`src/rtl/systolic_skew_feeder_if.sv`:
```
// ---------------------------------------------------------------------------
// systolic_skew_feeder_if
// Bundles the feeder's upstream valid/ready stream and its array-side outputs.
//   slave  modport : the feeder (consumes in_*, drives in_ready and arr_*).
//   master modport : the upstream/array side (drives in_*, observes the rest).
// Signals:
//   in_valid / in_ready / in_data / in_last : upstream vector handshake
//   arr_en / arr_data / arr_lane_vld        : skewed west-edge feed
//   busy / done                             : tile status
//   stat_beats / stat_tiles                 : only with SKEW_FEEDER_STATS_EN
// ---------------------------------------------------------------------------
interface systolic_skew_feeder_if #(
    parameter int DATA_W = 16,
    parameter int N      = 4
);
    logic                  in_valid;
    logic                  in_ready;
    logic [N*DATA_W-1:0]   in_data;
    logic                  in_last;
    logic                  arr_en;
    logic [N*DATA_W-1:0]   arr_data;
    logic [N-1:0]          arr_lane_vld;
    logic                  busy;
    logic                  done;
`ifdef SKEW_FEEDER_STATS_EN
    logic [31:0]           stat_beats;
    logic [31:0]           stat_tiles;
`endif

    modport slave (
        input  in_valid, in_data, in_last,
        output in_ready, arr_en, arr_data, arr_lane_vld, busy, done
`ifdef SKEW_FEEDER_STATS_EN
        , output stat_beats, stat_tiles
`endif
    );

    modport master (
        output in_valid, in_data, in_last,
        input  in_ready, arr_en, arr_data, arr_lane_vld, busy, done
`ifdef SKEW_FEEDER_STATS_EN
        , input stat_beats, stat_tiles
`endif
    );
endinterface

```
`src/rtl/systolic_skew_feeder.sv`:
```
// ---------------------------------------------------------------------------
// systolic_skew_feeder
// West-edge feeder for the pe_mac systolic array. Each accepted N-lane vector
// is pushed into per-lane shift chains; lane i has i+1 stages so its operand
// reaches the array i advance steps later than lane 0. After the last vector
// of a tile, N-1 zero flush steps push the skewed tail fully into the array.
//
// Ports:
//   clk    : clock
//   rst_n  : synchronous active-low reset
//   bus    : systolic_skew_feeder_if.slave
//            in_valid/in_ready/in_data/in_last  upstream handshake
//            arr_en        array advance enable (registered advance)
//            arr_data      skewed operands, lane i at [i*DATA_W +: DATA_W]
//            arr_lane_vld  lane carries real data (1) or pad zero (0)
//            busy          tile in progress (STREAM or FLUSH)
//            done          one-cycle pulse with the final skewed element
// Optional feature (macro SKEW_FEEDER_STATS_EN): stat_beats counts accepted
// vectors, stat_tiles counts done pulses; both wrap and clear on reset.
// ---------------------------------------------------------------------------
module systolic_skew_feeder #(
    parameter int DATA_W = 16,
    parameter int N      = 4
) (
    input  logic                    clk,
    input  logic                    rst_n,
    systolic_skew_feeder_if.slave   bus
);
    localparam int                 CNT_W    = (N > 1) ? $clog2(N) : 1;
    localparam logic [CNT_W-1:0]   CNT_LOAD = CNT_W'(N - 1);
    localparam logic [CNT_W-1:0]   CNT_ONE  = CNT_W'(1);

    typedef enum logic [1:0] {
        S_IDLE   = 2'd0,
        S_STREAM = 2'd1,
        S_FLUSH  = 2'd2
    } state_t;

    state_t               r_state;
    state_t               w_state_next;
    logic [CNT_W-1:0]     r_flush_cnt;
    logic [CNT_W-1:0]     w_flush_cnt_next;
    logic                 r_arr_en;
    logic                 r_done;
    logic                 w_done_next;
    logic                 w_in_ready;
    logic                 w_fire;
    logic                 w_flush_step;
    logic                 w_advance;
    logic [N*DATA_W-1:0]  w_arr_data;
    logic [N-1:0]         w_arr_lane_vld;

    // Ready depends only on state and reset, never on in_valid.
    assign w_in_ready   = rst_n & (r_state != S_FLUSH);
    assign w_fire       = bus.in_valid & w_in_ready;
    assign w_flush_step = (r_state == S_FLUSH);
    assign w_advance    = w_fire | w_flush_step;

    // Next-state logic. The done pulse is scheduled on the edge that makes
    // the last real element of lane N-1 visible: the final flush step, or
    // (single-lane case) the in_last fire itself.
    always_comb begin
        w_state_next     = r_state;
        w_flush_cnt_next = r_flush_cnt;
        w_done_next      = 1'b0;
        case (r_state)
            S_IDLE, S_STREAM: begin
                if (w_fire) begin
                    if (bus.in_last) begin
                        if (N > 1) begin
                            w_state_next     = S_FLUSH;
                            w_flush_cnt_next = CNT_LOAD;
                        end else begin
                            w_state_next = S_IDLE;
                            w_done_next  = 1'b1;
                        end
                    end else begin
                        w_state_next = S_STREAM;
                    end
                end
            end
            S_FLUSH: begin
                if (r_flush_cnt == CNT_ONE) begin
                    w_state_next = S_IDLE;
                    w_done_next  = 1'b1;
                end else begin
                    w_flush_cnt_next = r_flush_cnt - CNT_ONE;
                end
            end
            default: begin
                w_state_next = S_IDLE;
            end
        endcase
    end

    always_ff @(posedge clk) begin
        if (!rst_n) begin
            r_state     <= S_IDLE;
            r_flush_cnt <= '0;
            r_arr_en    <= 1'b0;
            r_done      <= 1'b0;
        end else begin
            r_state     <= w_state_next;
            r_flush_cnt <= w_flush_cnt_next;
            r_arr_en    <= w_advance;
            r_done      <= w_done_next;
        end
    end

    // Per-lane skew chains. All chains move together on advance and freeze
    // otherwise, so upstream bubbles never disturb the diagonal alignment.
    for (genvar gi = 0; gi < N; gi++) begin : g_lane
        logic [DATA_W-1:0] r_stage_data [gi+1];
        logic [gi:0]       r_stage_vld;

        always_ff @(posedge clk) begin
            if (!rst_n) begin
                for (int s = 0; s <= gi; s++) begin
                    r_stage_data[s] <= '0;
                    r_stage_vld[s]  <= 1'b0;
                end
            end else if (w_advance) begin
                r_stage_data[0] <= w_fire ? bus.in_data[gi*DATA_W +: DATA_W] : '0;
                r_stage_vld[0]  <= w_fire;
                for (int s = 1; s <= gi; s++) begin
                    r_stage_data[s] <= r_stage_data[s-1];
                    r_stage_vld[s]  <= r_stage_vld[s-1];
                end
            end
        end

        assign w_arr_data[gi*DATA_W +: DATA_W] = r_stage_data[gi];
        assign w_arr_lane_vld[gi]              = r_stage_vld[gi];
    end

    assign bus.in_ready     = w_in_ready;
    assign bus.arr_en       = r_arr_en;
    assign bus.arr_data     = w_arr_data;
    assign bus.arr_lane_vld = w_arr_lane_vld;
    assign bus.busy         = (r_state != S_IDLE);
    assign bus.done         = r_done;

`ifdef SKEW_FEEDER_STATS_EN
    logic [31:0] r_stat_beats;
    logic [31:0] r_stat_tiles;

    // stat_tiles steps on the same edge that raises done.
    always_ff @(posedge clk) begin
        if (!rst_n) begin
            r_stat_beats <= '0;
            r_stat_tiles <= '0;
        end else begin
            if (w_fire) begin
                r_stat_beats <= r_stat_beats + 32'd1;
            end
            if (w_done_next) begin
                r_stat_tiles <= r_stat_tiles + 32'd1;
            end
        end
    end

    assign bus.stat_beats = r_stat_beats;
    assign bus.stat_tiles = r_stat_tiles;
`endif
endmodule

```
`src/flat_wrapper.sv`:
```
// flat-port wrapper written by rule: the top's interface ports become plain ports
module systolic_skew_feeder_flat 
#(
    parameter int DATA_W = 16,
    parameter int N      = 4
)
  (clk, rst_n, bus_in_valid, bus_in_data, bus_in_last, bus_in_ready, bus_arr_en, bus_arr_data, bus_arr_lane_vld, bus_busy, bus_done);
  systolic_skew_feeder_if #(.DATA_W(DATA_W), .N(N)) bus_i ();
  input  logic clk;
  input  logic rst_n;
  input wire logic [$bits(bus_i.in_valid)-1:0] bus_in_valid;
  input wire logic [$bits(bus_i.in_data)-1:0] bus_in_data;
  input wire logic [$bits(bus_i.in_last)-1:0] bus_in_last;
  output wire logic [$bits(bus_i.in_ready)-1:0] bus_in_ready;
  output wire logic [$bits(bus_i.arr_en)-1:0] bus_arr_en;
  output wire logic [$bits(bus_i.arr_data)-1:0] bus_arr_data;
  output wire logic [$bits(bus_i.arr_lane_vld)-1:0] bus_arr_lane_vld;
  output wire logic [$bits(bus_i.busy)-1:0] bus_busy;
  output wire logic [$bits(bus_i.done)-1:0] bus_done;
  assign bus_i.in_valid = bus_in_valid;
  assign bus_i.in_data = bus_in_data;
  assign bus_i.in_last = bus_in_last;
  assign bus_in_ready = bus_i.in_ready;
  assign bus_arr_en = bus_i.arr_en;
  assign bus_arr_data = bus_i.arr_data;
  assign bus_arr_lane_vld = bus_i.arr_lane_vld;
  assign bus_busy = bus_i.busy;
  assign bus_done = bus_i.done;
  systolic_skew_feeder #(.DATA_W(DATA_W), .N(N)) u_core (.clk(clk), .rst_n(rst_n), .bus(bus_i));
endmodule
```
`config.mk`:
```
export PLATFORM = sky130hd
export DESIGN_NAME = systolic_skew_feeder_flat
export DESIGN_NICKNAME = d
export VERILOG_FILES = /design/src/rtl/systolic_skew_feeder_if.sv /design/src/rtl/systolic_skew_feeder.sv /design/src/flat_wrapper.sv
export SDC_FILE = /design/constraint.sdc
export NUM_CORES = 1
export LEC_CHECK = 0
export BUFFER_PORTS_ARGS = -buffer_cell sky130_fd_sc_hd__clkbuf_2
export CORE_UTILIZATION = 45
export CTS_CLUSTER_DIAMETER = 100
export CTS_CLUSTER_SIZE = 25
export DETAILED_ROUTE_END_ITERATION = 8
export PLACE_DENSITY = 0.68
export SLEW_MARGIN = 20
export SYNTH_ARGS = -nofsm -noshare
export SYNTH_HDL_FRONTEND = slang
export SYNTH_SLANG_ARGS = --single-unit
```
`constraint.sdc`:
```
create_clock -name clk -period 8.14 [get_ports clk]
set_input_delay 1.628 -clock clk [delete_from_list [all_inputs] [get_ports clk]]
set_output_delay 1.628 -clock clk [all_outputs]
set_load 0.005 [all_outputs]
```
# Word-level counts from Yosys, hierarchy flattened
# Memories as Yosys holds them, arrays and structs flattened.
# Cells that the tools add are included.
[word_totals]
reg_bits = 16
ramBits = 160
in_bits = 68
out_inout_bits = 72
elab_cells = 69
mem_count = 4
[classes]
addsub = 1
eq_ne = 8
muxes = 28
bitwise_logic = 12
reduce_logical = 8
[memory_table]
columns = ["name", "depth", "word_bits", "read_ports", "rd_ports_with_merged_regs", "write_ports", "line_no", "rtl"]
rows = [
  ["u_core.g_lane[3].r_stage_data", 4, 16, 4, 0, 4, "systolic_skew_feeder.sv:113", "logic [DATA_W-1:0] r_stage_data [gi+1];"],
  ["u_core.g_lane[2].r_stage_data", 3, 16, 3, 0, 3, "systolic_skew_feeder.sv:113", ""],
  ["u_core.g_lane[1].r_stage_data", 2, 16, 2, 0, 2, "systolic_skew_feeder.sv:113", ""],
  ["u_core.g_lane[0].r_stage_data", 1, 16, 1, 0, 1, "systolic_skew_feeder.sv:113", ""],
]
[op_table]
columns = ["cell", "n"]
rows = [
  ["$mux W16", 14],
  ["$reduce_or A16 Y1", 1],
  ["$mux W2", 6],
  ["$or A1 B1 Y1", 10],
  ["$ne A2 B2 Y1 const B", 4],
  ["$pmux W2 S2", 2],
  ["$mux W1", 6],
  ["$eq A2 B1 Y1 const B", 2],
  ["$reduce_and A2 Y1", 2],
  ["$reduce_and A4 Y1", 1],
  ["$reduce_bool A2 Y1", 2],
  ["$and A1 B1 Y1", 2],
  ["$eq A2 B2 Y1 const B", 1],
  ["$logic_not A2 Y1", 1],
  ["$ne A2 B1 Y1 const B", 1],
  ["$reduce_or A2 Y1", 1],
  ["$sub A2 B1 Y2 const B", 1],
]

# Longest topological paths before layout
# Gate-level depths: netlist of run 1.
[logic_depth]
word_depth = 9
ltp_mapped = 5
depth_no_buf = 5

# Worst setup path after synthesis of run 1
# Ideal clock, no wire load.
[synth_path]
kind = "input -> register"
start = "input rst_n"
end = "memory u_core.g_lane[0].r_stage_data[0][0], enable pin"
setup_time_ps = 513
arrival_ps = 4894
required_time_ps = 7627
path_slack_ps = 2733
path_stages = 2
n_path_buf = 0
path_cell_list = "nor3b_1 > inv_1"
[synth_via]
elab_chain_len = 8
word_cells_on_any_way = 9
cone_classes = "mux (5); bitwise (3); reduce/logical (1)"
[synth_lines]
columns = ["element", "line_no", "rtl"]
rows = [
  ["start, declared", "flat_wrapper.sv:10", "input logic rst_n;"],
  ["$and A1 B1 Y1", "systolic_skew_feeder.sv:54", "assign w_in_ready = rst_n & (r_state != S_FLUSH);"],
  ["$and A1 B1 Y1", "systolic_skew_feeder.sv:55", "assign w_fire = bus.in_valid & w_in_ready;"],
  ["$or A1 B1 Y1", "systolic_skew_feeder.sv:57", "assign w_advance = w_fire | w_flush_step;"],
  ["$mux W1", "systolic_skew_feeder.sv:122", "end else if (w_advance) begin"],
  ["$mux W1", "systolic_skew_feeder.sv:117", "if (!rst_n) begin"],
  ["$mux W1", "systolic_skew_feeder.sv:123", "r_stage_data[0] <= w_fire ? bus.in_data[gi*DATA_W +: DATA_W] : '0;"],
  ["$reduce_or A16 Y1 (no line)", "--", ""],
  ["$mux W1 (no line) (*)", "--", ""],
  ["end, declared", "systolic_skew_feeder.sv:113", ""],
]
# Every way passes the cells marked *; elsewhere a longest branch is shown, timed or not.

# Final worst setup path of run 1
[layout_path]
start = "input rst_n"
end = "output bus_in_ready"
[layout_via]
elab_chain_len = 1
[layout_lines]
columns = ["element", "line_no", "rtl"]
rows = [
  ["$and A1 B1 Y1", "systolic_skew_feeder.sv:54", ""],
  ["end, declared", "flat_wrapper.sv:14", "output wire logic [$bits(bus_i.in_ready)-1:0] bus_in_ready;"],
]
# Every way passes these cells.

==> results.sh, run 1 <==
export IMPL_status="finished clean"
export IMPL_worstPathMaxFanout=9
export IMPL_ff_latch_area_um2=5000
export IMPL_clockRootBuffer="clkbuf_16"
export IMPL_grt_ovfl_total=0
export IMPL_synth_top_area_cell="edfxtp_1"
export IMPL_place_hpwl_mm=5.90
export IMPL_numPortBuffers=139
export IMPL_power_density_nw_per_um2=256
export IMPL_core_area_um2=14100
export IMPL_grt_usage=0.132
export IMPL_drtAntennaViolNets=0
export IMPL_synth_seq_cells=170
export IMPL_routabilityCongestion=0.762
export IMPL_ys_seq_area_frac=0.758
export IMPL_cts_resized=0
export IMPL_grt_pass1_vias=3006
export IMPL_ir_worst_vdd_uv=144
export IMPL_synth_area_per_cell_um2=16.1
export IMPL_drc=0
export IMPL_r2r_start="u_core.r_state[1]$_SDFFE_PN0P_"
export IMPL_pwr_share_comb=0.055
export IMPL_die_w_um=123
export IMPL_crit_family="buffers and inverters"
export IMPL_crit_slowest_cell="clkbuf_2"
export IMPL_fin_worst_skew_ns=0.00790
export IMPL_grt_setup_unrepaired="no"
export IMPL_cts_clk_slew_worst_paths_ns=0.06
export IMPL_crit_arrival_ns=2.02
export IMPL_finalSetupViolCount=0
export IMPL_final_min_clock_period_ns=3.65
export IMPL_timing_rr_end="u_core.g_lane[2].r_stage_data[0][14]$_SDFFCE_PN0P_"
export IMPL_nNetsFinal=589
export IMPL_setup_tns_ns=0
export IMPL_hold_class="reg2reg"
export IMPL_final_max_slew_violation_count=0
export IMPL_cts_tree="built"
export IMPL_critPathBufInv=3
export IMPL_grt_antenna_before_repair=0
export IMPL_drive_above_1_share=0.334
export IMPL_post_cts_setup_buffers=0
export IMPL_yosys_warnings=0
export IMPL_whs_path_depth=1
export IMPL_power_share_switching=0.208
export IMPL_ctsHoldBuffers=0
export IMPL_grt_start_max_net_pins=101
export IMPL_leakagePower_nw=3.33
export IMPL_total_power_mw=1.98
export IMPL_worst_setup_path_start_kind="input port"
export IMPL_fillers=1194
export IMPL_worstPathRequired_ns=6.51
export IMPL_rows=43
export IMPL_tightest_slew_ns=1.00
export IMPL_syn_nets=480
export IMPL_drv_cap=0
export IMPL_worstSetupPathType="in2out"
export IMPL_cts_sinks=170
export IMPL_p_seq_frac=0.529
export IMPL_crit_chain="clkbuf_2 > nand2_1 > inv_1 > clkbuf_2"
export IMPL_internal_power_mw=1.57
export IMPL_cts_made_buffers=17
export IMPL_vias_per_cell=4.49
export IMPL_fin_area_um2=7750
export IMPL_place_area_um2=7140
export IMPL_ff2ff_path_depth=4
export IMPL_drt_iter0_markers=206
export IMPL_hold_end="u_core.g_lane[3].r_stage_vld[3]$_SDFFE_PN0N_"
export IMPL_drt_wirelength_per_cell_um=13.2
export IMPL_io_pins=140
export IMPL_final_cell_mix="160 x and2_1, 160 x edfxtp_1, 139 x clkbuf_2"
export IMPL_hp_start="u_core.g_lane[3].r_stage_vld[3]$_SDFFE_PN0N_"
export IMPL_yosysUniqueCellTypes=24
export IMPL_diodes=0
export IMPL_die_area_um2=15200
export IMPL_cpPeakStageDelay_ns=0.15
export IMPL_h_tree_depth=4
export IMPL_r2r_slack_ns=5.45
export IMPL_yosysTopAreaCellShare=0.728
export IMPL_slew_headroom=0.332
export IMPL_fin_ws_ns=4.49
export IMPL_hold_viol=0
export IMPL_path_common_cell="clkbuf_2"
export IMPL_multi_input_area_um2=1180
export IMPL_finalCritPeriodShare=0.448
export IMPL_synthTopCellsByArea="edfxtp_1 73%, and2_1 15%, buf_4 3.9%"
export IMPL_critPathCaptureType="output port"
export IMPL_syn2layout_area_growth_pct=17.4
export IMPL_syn_area_um2=6600
export IMPL_clk_latency_ns=0.42
export IMPL_grt_pass1_wl_mm=14.6
export IMPL_die_height_um=123
export IMPL_syn_inst=411
export IMPL_clockBufferDepth=2
export IMPL_place_ws_ns=4.27
export IMPL_start_util=0.468
export IMPL_vias=3203
export IMPL_fmax_ghz=0.274
export IMPL_drtPass1Iterations=4
export IMPL_power_switching_mw=0.413
export IMPL_routed_wirelength_mm=9.44
export IMPL_power_share_clock=0.415
==> power groups by stage <==
| stage | registers [mW] | clock network, mW | logic, mW |
|---|---|---|---|
| 3_5_place_dp | 1.07 | 0 | 0.113 |
| 5_1_grt | 1.06 | 0.879 | 0.124 |
| 2_1_floorplan | 1.07 | 0 | 0.0787 |
| 3_3_place_gp | 1.07 | 0 | 0.108 |
| 4_1_cts | 1.05 | 0.840 | 0.113 |
| 6_report | 1.05 | 0.824 | 0.110 |
==> metrics by stage <==
step                      utilization  hold slack, ns  cells
after global placement          0.506           0.467    681
after detailed placement        0.506           0.471    681
after global routing            0.550           0.525    713
after CTS                       0.550           0.488    713
final                           0.550           0.482    713
after floorplan                     -           0.461    411
==> cells by family after synthesis <==
group | count (synthesis) | share of synthesized area
simple gates | 173 | 0.162
xor+xnor | 1 | 0.00133
flops | 170 | 0.758
compound gates | 11 | 0.0112
mux | 1 | 0.00152
fa+ha+maj | 1 | 0.00189
buf+inv | 54 | 0.0637
==> metal layers <==
| metal | share of wire | global-route usage |
|---|---|---|
| met5 | 0 | 0 |
| met3 | 0.074 | 0.0554 |
| met2 | 0.47 | 0.196 |
| met4 | 0.028 | 0.0798 |
| met1 | 0.43 | 0.161 |
==> Yosys cell counts <==
| master | count |
|---|---|
| nor2_1 | 4 |
| inv_1 | 3 |
| buf_4 | 34 |
| nor2b_2 | 1 |
| dfxtp_1 | 10 |
| and2_1 | 160 |
| xnor2_1 | 1 |
| or2_2 | 1 |
| a21o_1 | 1 |
| buf_6 | 11 |
| ha_1 | 1 |
| a21boi_0 | 1 |
| and3_1 | 2 |
| o21ai_0 | 3 |
| a21oi_1 | 2 |
| nand2_1 | 2 |
| a22o_1 | 3 |
| edfxtp_1 | 160 |
| o21a_1 | 1 |
| nand2b_1 | 1 |
| mux2i_1 | 1 |
| clkbuf_2 | 6 |
| nor3b_1 | 1 |
| nand3b_1 | 1 |
==> area by class of cell <==
class | count | area share
flip-flops and latches | 170 | 0.646
repair buffers | 141 | 0.0917
clock buffers | 17 | 0.0549
well taps | 180 | 0.0291
multi-input cells | 187 | 0.152
clock inverters | 15 | 0.0244
inverters | 3 | 0.00210
==> worst reg2reg max path, cell delays in order (launching register included) <==
cell	delay, ns
dfxtp_1	0.44
nor2b_2	0.23
nor3b_1	0.14
inv_6	0.50
buf_4	0.93
==> worst max path at each step <==
stage,depth (start not counted),slack (ns),startpoint,endpoint
final,4,4.49,rst_n,bus_in_ready
after floorplan,2,2.73,rst_n,u_core.g_lane[0].r_stage_data[0][0]$_SDFFCE_PN0P_
after detailed placement,4,4.27,rst_n,u_core.g_lane[0].r_stage_data[0][8]$_SDFFCE_PN0P_
after CTS,4,4.49,rst_n,bus_in_ready
after global routing,4,4.45,rst_n,bus_in_ready
after global placement,4,4.33,rst_n,u_core.g_lane[0].r_stage_data[0][15]$_SDFFCE_PN0P_
==> sequential cells by signal (all words and copies together) (netlist names) <==
name	flops
u_core.bus.done	1
u_core.r_state	2
u_core.r_flush_cnt	2
u_core.g_lane.r_stage_vld	4
u_core.bus.arr_en	1
u_core.g_lane.r_stage_data	160
Power figures use the tool's default switching activity.
==> run 2: changes to the inputs <==
==> constraint.sdc (replaced) <==
create_clock -name clk -period 3.7 [get_ports clk]
set_input_delay 0.74 -clock clk [delete_from_list [all_inputs] [get_ports clk]]
set_output_delay 0.74 -clock clk [all_outputs]
set_load 0.005 [all_outputs]
==> run 2 against run 1 <==
Compared with the run above:
- die area unchanged
- non-clock buffer count up 1
- hold slack gained 0.0038 ns
- sequential power up 120%
- critical path depth did not move
- critical path type is now reg2reg
==> results.sh, run 2 (synthesized netlist as in run 1, its figures left out) <==
export IMPL_hold_slack_ns=0.486
export IMPL_vias=3243
export IMPL_ctsHoldBuffers=0
export IMPL_h_tree_depth=4
export IMPL_hold_viol=0
export IMPL_final_max_slew_violation_count=0
export IMPL_power_share_switching=0.191
export IMPL_cts_resized=0
export IMPL_power_share_clock=0.431
export IMPL_crit_family="buffers and inverters"
export IMPL_routabilityCongestion=0.765
export IMPL_die_area_um2=15200
export IMPL_clk_latency_ns=0.41
export IMPL_cts_sinks=170
export IMPL_r2r_start="u_core.r_state[1]$_SDFFE_PN0P_"
export IMPL_hold_class="reg2reg"
export IMPL_drive_above_1_share=0.332
export IMPL_clockRootBuffer="clkbuf_16"
export IMPL_status="finished clean"
export IMPL_place_area_um2=7170
export IMPL_worstPathMaxFanout=100
export IMPL_finalSetupViolCount=0
export IMPL_routedLengthMet1_mm=4.35
export IMPL_grt_ovfl_total=0
export IMPL_numPortBuffers=139
export IMPL_clockBufferDepth=2
export IMPL_worstPathRequired_ns=3.80
export IMPL_worst_setup_path_start_kind="flip-flop"
export IMPL_place_ws_ns=1.15
export IMPL_drtAntennaViolNets=0
export IMPL_pwr_share_comb=0.055
export IMPL_fin_area_um2=7830
export IMPL_r2r_slack_ns=1.49
export IMPL_drv_cap=0
export IMPL_whs_path_depth=1
export IMPL_rows=43
export IMPL_nNetsFinal=590
export IMPL_ff2ff_path_depth=4
export IMPL_crit_arrival_ns=2.31
export IMPL_wl_met3_um=622
export IMPL_core_area_um2=14100
export IMPL_place_hpwl_mm=6.25
export IMPL_setup_tns_ns=0
export IMPL_drt_iter0_markers=154
export IMPL_hold_end="u_core.g_lane[3].r_stage_vld[3]$_SDFFE_PN0N_"
export IMPL_die_w_um=123
export IMPL_reg_top3="u_core.g_lane.r_stage_data x160, u_core.g_lane.r_stage_vld x4"
export IMPL_grt_setup_unrepaired="no"
export IMPL_post_cts_setup_buffers=0
export IMPL_grt_usage=0.136
export IMPL_grt_start_max_net_pins=101
export IMPL_finalCritPeriodShare=0.598
export IMPL_top_register="u_core.g_lane.r_stage_data"
export IMPL_final_cell_mix="160 x and2_1, 160 x edfxtp_1, 139 x clkbuf_2"
export IMPL_drc=0
export IMPL_start_util=0.468
export IMPL_internal_power_mw=3.64
export IMPL_grt_pass1_vias=3057
export IMPL_met2_length_mm=4.56
export IMPL_final_min_clock_period_ns=2.21
export IMPL_routed_wirelength_mm=9.78
export IMPL_syn2layout_area_growth_pct=18.5
export IMPL_critPathCaptureType="flip-flop"
export IMPL_drt_wirelength_per_cell_um=13.7
export IMPL_tightest_slew_ns=0.826
export IMPL_vias_per_cell=4.55
export IMPL_crit_chain="nor2b_2 > nor3b_4 > clkinvlp_4 > buf_12"
export IMPL_drtPass1Iterations=4
export IMPL_worstSetupPathType="reg2reg"
export IMPL_fin_ws_ns=1.49
export IMPL_cts_clk_slew_worst_paths_ns=0.06
export IMPL_timing_rr_end="u_core.g_lane[3].r_stage_data[3][14]$_SDFFCE_PN0P_"
export IMPL_power_switching_mw=0.857
export IMPL_diodes=0
export IMPL_die_height_um=123
export IMPL_fmax_ghz=0.452
export IMPL_crit_slowest_cell="clkinvlp_4"
export IMPL_cpPeakStageDelay_ns=0.51
export IMPL_critPathBufInv=2
export IMPL_grt_antenna_before_repair=0
export IMPL_ir_worst_vdd_uv=258
export IMPL_p_seq_frac=0.514
export IMPL_power_density_nw_per_um2=575
export IMPL_grt_pass1_wl_mm=15.1
export IMPL_io_pins=140
export IMPL_cts_tree="built"
export IMPL_cts_made_buffers=17
export IMPL_largest_reg_flops=160
export IMPL_top_layer="met4"
export IMPL_leakagePower_nw=3.36
export IMPL_fin_worst_skew_ns=0.00694
export IMPL_slew_headroom=0.449
export IMPL_hp_start="u_core.g_lane[3].r_stage_vld[3]$_SDFFE_PN0N_"
-- run 2: cell types whose count changed in the layout (fill, tap and decap cells not counted), sizes merged --
cell / previous run / this run
bufinv: 3 / 6
inv: 7 / 2
buf: 2 / 3
clkinv: 6 / 7
-- run 2: worst reg2reg max path: stages (launching register included) --
cell        delay [ns]
dfxtp_1           0.37
nor2b_2           0.21
nor3b_4           0.30
clkinvlp_4        0.51
buf_12            0.44
-- run 2: final cells by class --
class                      count  area, um2
tap                          180        225
multi-input combinational    187       1200
timing repair buffer         142        731
clock buffer                  17        425
fill                        1161       6270
sequential                   170       5000
clock inverter                14        228
inverter                       3       15.0
-- run 2: metrics by stage --
stage / total power, mW / util / std cells
finish: 4.50 / 0.555 / 713
global route: 4.66 / 0.555 / 713
CTS: 4.54 / 0.555 / 713
detailed placement: 2.61 / 0.508 / 682
global placement: 2.59 / 0.508 / 682
floorplan: 2.52 / - / 411
-- run 2: worst max-delay path by stage --
stage | start | to | cells after the start
final | u_core.r_state[1]$_SDFFE_PN0P_ | u_core.g_lane[3].r_stage_data[3][14]$_SDFFCE_PN0P_ | 4
after global routing | u_core.r_state[1]$_SDFFE_PN0P_ | u_core.g_lane[1].r_stage_data[0][26]$_SDFFCE_PN0P_ | 4
after CTS | u_core.r_state[1]$_SDFFE_PN0P_ | u_core.g_lane[2].r_stage_data[0][23]$_SDFFCE_PN0P_ | 4
after detailed placement | bus_in_valid | u_core.g_lane[3].r_stage_data[3][13]$_SDFFCE_PN0P_ | 4
after global placement | bus_in_valid | u_core.g_lane[3].r_stage_data[3][12]$_SDFFCE_PN0P_ | 4
after floorplan | rst_n | u_core.g_lane[0].r_stage_data[0][0]$_SDFFCE_PN0P_ | 2
-- run 2: routing by layer --
metal,global-route usage,vias up
met5,0,-
met4,0.0776,0
met3,0.0470,17
met2,0.201,94
met1,0.175,1534
li1,-,1598
-- run 2: power groups by stage --
stage,Combinational [mW],Clock [mW],Sequential (mW)
detailed placement,0.254,0,2.35
floorplan,0.175,0,2.35
finish,0.248,1.94,2.31
global route,0.279,2.05,2.33
CTS,0.254,1.97,2.31
global placement,0.244,0,2.35
==> run 3: changes to the inputs <==
==> constraint.sdc (replaced) <==
create_clock -name clk -period 2.3 [get_ports clk]
set_input_delay 0.46 -clock clk [delete_from_list [all_inputs] [get_ports clk]]
set_output_delay 0.46 -clock clk [all_outputs]
set_load 0.005 [all_outputs]
==> run 3 against run 2 <==
Compared with the run above:
- combinational power grew 62%
- largest cell class unchanged
- largest power group unchanged
- sequential power grew 61%
- highest routed layer unchanged
- count of clock-buffer cells in the layout rose by 1
- via count decreased by 2.3%
- critical path depth unchanged
- clock skew is 0.00086 ns lower
- register-to-register slack lost 0.97 ns
- final cell count increased by 0.56%
==> results.sh, run 3 (synthesized netlist as in run 1, its figures left out) <==
export IMPL_h_tree_depth=4
export IMPL_drtPass1Iterations=4
export IMPL_syn2layout_area_growth_pct=18.6
export IMPL_met2_length_mm=4.29
export IMPL_worstSetupPathType="reg2reg"
export IMPL_die_area_um2=15200
export IMPL_die_w_um=123
export IMPL_setup_tns_ns=0
export IMPL_pwr_share_comb=0.057
export IMPL_cts_tree="built"
export IMPL_largest_reg_flops=160
export IMPL_post_cts_setup_buffers=0
export IMPL_start_util=0.468
export IMPL_top_layer="met4"
export IMPL_final_max_slew_violation_count=0
export IMPL_place_area_um2=7210
export IMPL_ir_worst_vdd_uv=471
export IMPL_routabilityCongestion=0.704
export IMPL_nNetsFinal=593
export IMPL_routedLengthMet1_mm=3.93
export IMPL_hold_class="in2reg"
export IMPL_worstPathRequired_ns=2.58
export IMPL_power_share_clock=0.419
export IMPL_critPathCaptureType="flip-flop"
export IMPL_p_seq_frac=0.524
export IMPL_power_share_switching=0.200
export IMPL_status="finished clean"
export IMPL_fmax_ghz=0.562
export IMPL_ctsHoldBuffers=0
export IMPL_grt_pass1_wl_mm=14.5
export IMPL_reg_top3="u_core.g_lane.r_stage_data x160, u_core.g_lane.r_stage_vld x4"
export IMPL_grt_usage=0.131
export IMPL_crit_arrival_ns=2.06
export IMPL_rows=43
export IMPL_leakagePower_nw=3.36
export IMPL_top_register="u_core.g_lane.r_stage_data"
export IMPL_die_height_um=123
export IMPL_power_density_nw_per_um2=905
export IMPL_power_switching_mw=1.42
export IMPL_drive_above_1_share=0.339
export IMPL_timing_rr_end="u_core.g_lane[2].r_stage_data[0][41]$_SDFFCE_PN0P_"
export IMPL_tightest_slew_ns=0.820
export IMPL_wl_met3_um=695
export IMPL_vias=3169
export IMPL_drt_iter0_markers=135
export IMPL_worst_setup_path_start_kind="flip-flop"
export IMPL_diodes=0
export IMPL_place_hpwl_mm=5.90
export IMPL_internal_power_mw=5.67
export IMPL_clockRootBuffer="clkbuf_16"
export IMPL_core_area_um2=14100
export IMPL_r2r_slack_ns=0.52
export IMPL_ff2ff_path_depth=4
export IMPL_place_ws_ns=0.399
export IMPL_clockBufferDepth=2
export IMPL_fin_ws_ns=0.519
export IMPL_hp_start="bus_in_last"
export IMPL_final_cell_mix="160 x and2_1, 160 x edfxtp_1, 139 x clkbuf_2"
export IMPL_drtAntennaViolNets=0
export IMPL_drv_cap=0
export IMPL_numPortBuffers=139
export IMPL_finalCritPeriodShare=0.774
export IMPL_cts_sinks=170
export IMPL_final_min_clock_period_ns=1.78
export IMPL_slew_headroom=0.453
export IMPL_cts_made_buffers=17
export IMPL_fin_area_um2=7830
export IMPL_worstPathMaxFanout=37
export IMPL_hold_end="u_core.r_state[1]$_SDFFE_PN0P_"
export IMPL_io_pins=140
export IMPL_fin_worst_skew_ns=0.00607
export IMPL_clk_latency_ns=0.41
export IMPL_routed_wirelength_mm=9.19
export IMPL_cts_clk_slew_worst_paths_ns=0.06
export IMPL_hold_viol=0
export IMPL_grt_setup_unrepaired="no"
export IMPL_r2r_start="u_core.r_state[1]$_SDFFE_PN0P_"
export IMPL_drt_wirelength_per_cell_um=12.8
export IMPL_grt_ovfl_total=0
export IMPL_drc=0
export IMPL_grt_pass1_vias=3102
export IMPL_grt_start_max_net_pins=84
export IMPL_finalSetupViolCount=0
export IMPL_vias_per_cell=4.42
export IMPL_grt_antenna_before_repair=0
export IMPL_whs_path_depth=3
export IMPL_cts_resized=0
run 3: cell types whose count changed in the layout (fill, tap and decap cells not counted), moves of 2 or more:
cell / change
inv_6: +3
clkinvlp_4: +2
clkinv_4: -2
buf_4: +2
bufinv_16: -2
run 3: area by class of cell:
| class | count | area (um2) |
|---|---|---|
| fill | 1166 | 6260 |
| clock buffer | 18 | 429 |
| tap | 180 | 225 |
| sequential | 170 | 5010 |
| clock inverter | 14 | 194 |
| inverter | 3 | 15.0 |
| multi-input combinational | 187 | 1200 |
| timing repair buffer | 145 | 766 |
run 3: critical path, cell delays in order (launching register included):
cell     delay [ns]
dfxtp_2        0.39
nor2b_4        0.20
o21a_2         0.54
buf_4          0.34
and2_1         0.16
run 3: how the worst max path moves through the flow:
stage,startpoint,to,slack [ns],depth (start not counted)
2_1_floorplan,u_core.r_state[1]$_SDFFE_PN0P_,u_core.g_lane[0].r_stage_data[0][0]$_SDFFCE_PN0P_,-1.26,3
3_3_place_gp,bus_in_valid,u_core.g_lane[2].r_stage_data[0][39]$_SDFFCE_PN0P_,0.49,4
3_5_place_dp,bus_in_valid,u_core.g_lane[2].r_stage_data[0][41]$_SDFFCE_PN0P_,0.40,4
4_1_cts,u_core.r_state[1]$_SDFFE_PN0P_,u_core.g_lane[2].r_stage_data[0][41]$_SDFFCE_PN0P_,0.46,4
5_1_grt,u_core.r_state[1]$_SDFFE_PN0P_,u_core.g_lane[2].r_stage_data[0][34]$_SDFFCE_PN0P_,0.33,4
6_report,u_core.r_state[1]$_SDFFE_PN0P_,u_core.g_lane[2].r_stage_data[0][41]$_SDFFCE_PN0P_,0.52,4
run 3: through the flow:
stage / std cells / power [mW] / hold WS (ns) / utilization
4_1_cts: 717 / 7.17 / 0.296 / 0.556
6_report: 717 / 7.09 / 0.316 / 0.556
5_1_grt: 717 / 7.35 / 0.305 / 0.556
3_5_place_dp: 685 / 4.19 / 0.493 / 0.511
3_3_place_gp: 685 / 4.17 / 0.471 / 0.511
2_1_floorplan: 411 / 4.06 / 0.461 / -
run 3: power groups by stage:
stage	sequential, mW	combinational [mW]	clock, mW
final	3.71	0.401	2.97
after floorplan	3.78	0.282	0
after global placement	3.77	0.398	0
after CTS	3.72	0.414	3.04
after detailed placement	3.78	0.413	0
after global routing	3.74	0.456	3.16
run 3: routing by layer:
metal | vias up | GRT usage
met5 | - | 0
met4 | 0 | 0.0813
met3 | 22 | 0.0475
met2 | 106 | 0.206
met1 | 1438 | 0.153
li1 | 1603 | -
